$ cat config.mk
export PLATFORM = sky130hd
export DESIGN_NAME = bsg_cgol_engine_arbiter
export DESIGN_NICKNAME = d
export VERILOG_FILES = /design/src/rtl/bsg_cgol_engine_arbiter.sv
export SDC_FILE = /design/constraint.sdc
export NUM_CORES = 1
export LEC_CHECK = 0
export ABC_AREA = 1
export CAP_MARGIN = 30
export CORE_ASPECT_RATIO = 1.2
export CORE_MARGIN = 2
export CORE_UTILIZATION = 44
export CTS_CLUSTER_DIAMETER = 150
export DETAILED_ROUTE_END_ITERATION = 16
export PLACE_DENSITY = 0.83
export SYNTH_ARGS = -nofsm -noshare
export SYNTH_HDL_FRONTEND = slang
export SYNTH_SLANG_ARGS = --single-unit
$ cat constraint.sdc
create_clock -name clk_i -period 3.22 [get_ports clk_i]
set_input_delay 0.966 -clock clk_i [delete_from_list [all_inputs] [get_ports clk_i]]
set_output_delay 0.966 -clock clk_i [all_outputs]
set_load 0.03 [all_outputs]
$ cat src/rtl/bsg_cgol_engine_arbiter.sv
// bsg_cgol_engine_arbiter: round-robin sharing of one Game-of-Life engine among num_req_p requesters.
// The winner owns the engine from issue through completion until its result is consumed.
module bsg_cgol_engine_arbiter #(
  parameter int num_req_p = 4,
  parameter int max_game_length_p = 1024,
  localparam int game_len_width_lp = (max_game_length_p > 1) ? $clog2(max_game_length_p) : 1,
  localparam int id_width_lp = (num_req_p > 1) ? $clog2(num_req_p) : 1
) (
  input  logic                                   clk_i,
  input  logic                                   reset_n_i,
  input  logic [num_req_p-1:0]                   req_v_i,
  input  logic [num_req_p*game_len_width_lp-1:0] req_frames_i,
  output logic [num_req_p-1:0]                   req_ready_o,
  output logic [num_req_p-1:0]                   resp_v_o,
  input  logic [num_req_p-1:0]                   resp_yumi_i,
  output logic [game_len_width_lp-1:0]           eng_frames_o,
  output logic                                   eng_v_o,
  input  logic                                   eng_ready_i,
  input  logic                                   eng_v_i,
  output logic                                   eng_yumi_o,
  output logic [id_width_lp-1:0]                 owner_o,
  output logic                                   busy_o
);
  typedef enum logic [1:0] {eIDLE, eISSUE, eRUN, eRETURN} state_e;
  state_e state, state_n;
  logic [id_width_lp-1:0] ptr_r, owner_r, grant_id;
  logic [game_len_width_lp-1:0] frames_r, grant_frames;
  logic grant_v;
  // Scan from ptr_r upward with wrap; the lowest offset with a valid request wins.
  always_comb begin
    grant_v = 1'b0;
    grant_id = '0;
    for (int k = num_req_p - 1; k >= 0; k--) begin
      if (req_v_i[(int'(ptr_r) + k) % num_req_p]) begin
        grant_v = 1'b1;
        grant_id = id_width_lp'((int'(ptr_r) + k) % num_req_p);
      end
    end
    grant_frames = req_frames_i[grant_id*game_len_width_lp +: game_len_width_lp];
  end
  always_comb begin
    state_n = state;
    req_ready_o = '0;
    resp_v_o = '0;
    eng_v_o = 1'b0;
    eng_yumi_o = 1'b0;
    unique case (state)
      eIDLE: if (grant_v) begin
        req_ready_o[grant_id] = 1'b1;
        state_n = eISSUE;
      end
      eISSUE: begin
        eng_v_o = 1'b1;
        state_n = eng_ready_i ? eRUN : eISSUE;
      end
      eRUN: state_n = eng_v_i ? eRETURN : eRUN;
      eRETURN: begin
        resp_v_o[owner_r] = 1'b1;
        eng_yumi_o = resp_yumi_i[owner_r];
        state_n = resp_yumi_i[owner_r] ? eIDLE : eRETURN;
      end
      default: state_n = eIDLE;
    endcase
  end
  always_ff @(posedge clk_i or negedge reset_n_i) begin
    if (!reset_n_i) begin
      state <= eIDLE;
      ptr_r <= '0;
      owner_r <= '0;
      frames_r <= '0;
    end else begin
      state <= state_n;
      if (state == eIDLE && grant_v) begin
        owner_r <= grant_id;
        frames_r <= grant_frames;
      end
      if (state == eRETURN && resp_yumi_i[owner_r])
        ptr_r <= (owner_r == id_width_lp'(num_req_p - 1)) ? '0 : owner_r + id_width_lp'(1);
    end
  end
  assign eng_frames_o = frames_r;
  assign owner_o = owner_r;
  assign busy_o = state != eIDLE;
endmodule

**Word level (Yosys, flattened, before mapping)**

Index checks and enable logic that the tools add are counted.

- Flip-flop bits (word level): 16
- Input bits: 52
- Logic and storage cells: 71

- Multipliers: 1
- Muxes and demuxes: 36
- Shift-type cells: 1
- Bitwise gates (word level): 3
- $lt $le $gt $ge: 8
- Reductions and logical operators: 9
- Add/sub/neg operators: 4
- Eq/ne operators: 5

Operators by type and width:

| kind | count |
|---|---|
| indexed part select 40 x 7 -> 10 bit | 1 |
| two-way mux 1 bit | 17 |
| two-way mux 2 bit | 8 |
| less-than comparator 3 x 4 -> 1 bit (second input constant) | 3 |
| two-way mux 4 bit | 3 |
| binary-select mux 1 bit (select 2 bit) | 5 |
| less-than comparator 2 x 3 -> 1 bit (second input constant) | 3 |
| case mux 2 bit (4 select lines) | 1 |
| == test 2 bit (second input constant) | 3 |
| OR reduction 2 bit | 3 |
| multiplier 2 x 3 -> 5 bit (second input constant) | 1 |
| adder 2 x 1 -> 2 bit (second input constant) | 2 |
| adder 2 bit (second input constant) | 2 |
| demux 1 bit (select 2 bit) | 2 |
| greater-or-equal comparator 2 x 1 -> 1 bit (second input constant) | 2 |
| logical AND 1 bit | 4 |
| AND 1 bit (first input constant) | 3 |
| == test 2 x 1 -> 1 bit (second input constant) | 1 |
| logical NOT 2 bit | 1 |
| inequality test 2 bit (second input constant) | 1 |
| nonzero test 2 bit | 1 |

**Logic depth before layout (Yosys ltp)**

- Depth in word-level cells: 16
- Mapped depth: 15
- Depth with buffers taken out: 13

**Worst setup path after synthesis**

OpenSTA, ideal clock, no wires.

- Path type: input to output
- From: input port req_v_i[3]
- To: output port req_ready_o[0]
- Data arrival time: 2.386 ns
- Path buffers: 1
- Data required time: 2.254 ns
- Stages: 9
- Path slack: -0.132 ns
- Cells stage by stage: inv_1 -> o21ai_1 -> nand2_1 -> nand3_2 -> nand2_1 -> nand2_2 -> nand2_2 -> buf_6 -> nor3_1

- Cells in the longest elaborated chain, start to end: 13
- Elaborated cells on any way between the ends: 26
- Those cells by class: order compare (2); mux (23); reduce/logical (1)

RTL lines:

| element | line | source |
|---|---|---|
| from (decl) | 11 | `input logic [num_req_p-1:0] req_v_i,` |
| binary-select mux 1 bit (select 2 bit) | 34 | `if (req_v_i[(int'(ptr_r) + k) % num_req_p]) begin` |
| two-way mux 1 bit (implied by the code) (2 in a row) | 34 |  |
| two-way mux 2 bit (4 in a row) | 34 |  |
| less-than comparator 2 x 3 -> 1 bit (implied by the code) or greater-or-equal comparator 2 x 1 -> 1 bit (tied branches) | 49 | `req_ready_o[grant_id] = 1'b1;` |
| logical AND 1 bit (implied by the code) | 49 |  |
| two-way mux 1 bit (implied by the code) | 49 |  |
| demux 1 bit (select 2 bit) | 49 |  |
| two-way mux 4 bit * | 48 | `eIDLE: if (grant_v) begin` |
| two-way mux 4 bit * | 47 | `unique case (state)` |
| to (decl) | 13 | `output logic [num_req_p-1:0] req_ready_o,` |

Mark *: on every way between the ends. The rest lies on a longest branch, timed or not. The select of a mux whose other input is x is not followed.

**Final worst setup path**

- From: input port req_v_i[2]
- To: output port req_ready_o[2]

Same word-level chain as after synthesis.

==> flow_metrics.tcl <==
set metrics [dict create \
    finalSetupViolations 0 \
    cp-endpoint "req_ready_o[2]" \
    finalCritPeriodShare_pct 97.5 \
    gp_congestion 0.842 \
    syn_inst 263 \
    maxCapViolations 0 \
    critPathCaptureType "output port" \
    rrSetupSlack_ps 940 \
    antenna_found_initial 0 \
    worst-slew-pin-transition_ps 730 \
    final_util_pct 73.4 \
    pwr-share-comb_pct 76.7 \
    ys_ff_latch 16 \
    drv_slew 0 \
    postCtsHoldBufs 0 \
    drtIter0Drc 72 \
    power_mw 2.55 \
    place_hpwl_mm 3.16 \
    post_drt_wl_per_cell_um 11.0 \
    drt-pass1-iter-count 4 \
    p_per_area_mw_per_mm2 1040 \
    cp.arrival_ps 2170 \
    grt_overflow 0 \
    ios 75 \
    synth_cell_types 23 \
    drc_errors 0 \
    clock.fmax_mhz 319 \
    p_switching_mw 1.34 \
    clockBufferDepth 2 \
    r2r-end "eng_frames_o[2]" \
    outcome "finished, final reports clean" \
    multi_input_area_um2 876 \
    clk_pin_slew_ps 60 \
    relSlewSlack_pct 51.2 \
    grt_first_pass_wirelength_mm 6.63 \
    clockPowerShare_pct 7.2 \
    rr_startpoint "ptr_r[0]" \
    htreeDepth 1 \
    whs_path_depth 2 \
    startpoint "req_v_i[2]" \
    start_util_pct 45.5 \
    ir_worst_vdd_mv 0.949 \
    num_rows 23 \
    dpl_cell_area_mm2 0.00232 \
    viasPerCell 4.74 \
    critical_path_required_ps 2250 \
    grt_use_total_pct 21.4 \
    clk_latency_ps 260 \
    vias 1815 \
    ys_seq_area_share_pct 26.3 \
    dieArea_mm2 0.00394 \
    hold_viol_final 0 \
    fin_area_mm2 0.00245 \
    numCtsBuffers 3 \
    grt_pass1_vias 1590 \
    finClkSkew_ps 3.94 \
    cts.sinks 16 \
    area_growth_syn_to_layout_pct 61.2 \
    cp_max_fo 3 \
    portBuffers 74 \
    layout_common_cells "nand2_1 (86), clkdlybuf4s50_1 (65), inv_1 (57)" \
    p_leak_nw 1.36 \
    die-height_um 68.4 \
    fillCellCount 271 \
    drtAntennaViolNets 0 \
    postSynthAreaPerCell_um2 5.78 \
    final_common_cell "nand2_1" \
    power.internal_mw 1.21 \
    r2r_cells 15 \
    seqPwrFrac_pct 16.1 \
    path_class "input port to output port" \
    diodes 0 \
    grt_max_degree 21 \
    hold_class "flop to flop" \
    final_nets 403 \
    regArea_um2 400 \
    drive_gt1_share_pct 14.5 \
    clock-root-buffer "clkbuf_8" \
    die_w_um 57.7 \
    cts_tree "yes" \
    start_kind "input port" \
    syn_area_mm2 0.00152 \
    fin_crit_ps 3140 \
    ys_warn_count 0 \
    synthesis.nets 319 \
    core_area_mm2 0.00334 \
    routed_wl_mm 4.20 \
    switching_share_pct 52.6 \
]
what timing repair did:
item | 4_1_cts | 5_1_grt
setup endpoints to repair | 4 | 4
pin swaps | 11 | 8
gates resized for setup | 14 | 14
buffers inserted | 2 | 1
critical path: stages:
cell	delay, ps
clkdlybuf4s15_1	200
nand2_2	70
o21ai_4	100
and2_4	190
o21ai_4	60
a21boi_2	190
nand2_1	110
nor2_1	110
buf_4	170
flip-flops by register name (all words and copies together) (netlist names):
signal        flops
eng_frames_o     10
owner_o           2
ptr_r             2
state             2
power groups by stage:
stage	registers, mW	logic [mW]	clock network (mW)
2_1_floorplan	0.509	1.19	0
3_3_place_gp	0.398	1.80	0
3_5_place_dp	0.400	1.83	0
4_1_cts	0.402	1.90	0.186
5_1_grt	0.425	2.17	0.199
6_report	0.411	1.96	0.184
through the flow:
step	hold WS (ps)	cells	setup TNS (ps)	worst slack, ps
2_1_floorplan	617	263	0	83.9
3_3_place_gp	466	376	-735	-208
3_5_place_dp	471	376	-934	-260
4_1_cts	488	382	0	16.1
5_1_grt	505	383	-87.1	-46.1
6_report	483	383	0	81.1
cells by family after synthesis:
family,after synthesis,synth area share (%)
and+or+nand+nor,157,44.2
buffers and inverters,72,20.4
DFF,16,26.3
AOI/OAI and AO/OA,13,5.18
adders and majority gates,4,3.29
xor gates and xnor gates,1,0.576
how the worst min path moves through the flow:
stage / to / start / slack (ps)
floorplan: ptr_r[0] / ptr_r[0] / 620
global placement: eng_frames_o[1] / eng_frames_o[1] / 470
detailed placement: eng_frames_o[1] / eng_frames_o[1] / 470
CTS: eng_frames_o[1] / eng_frames_o[1] / 490
global route: eng_frames_o[8] / eng_frames_o[8] / 510
finish: eng_frames_o[1] / eng_frames_o[1] / 480
metal layers:
layer	GRT usage [%]	part of all wire (%)
met4	9.01	1.9
met1	26.7	43
met2	37.5	50
met5	0	0
met3	2.08	4.7
cell usage after synthesis, drive strengths merged:
cell	n	area (um2)
nand2	93	354
inv	60	225
nand3	49	255
dfrtp	16	400
nor2	12	45.0
buf	10	77.6
o21ai	8	43.8
ha	4	50.1
a21oi	3	15.0
a21boi	1	11.3
and2	1	6.26
clkbuf	1	3.75
clkinv	1	3.75
nor3	1	5.00
o2bb2ai	1	8.76
or2	1	6.26
xnor2	1	8.76
final cells by class:
type	instances	share of cell area, %
Multi-Input combinational cell	175	35.8
Timing Repair Buffer	90	34.4
Sequential cell	16	16.3
Inverter	61	9.35
Clock buffer	4	2.25
Tap cell	37	1.89
Power figures use the tool's default switching activity.
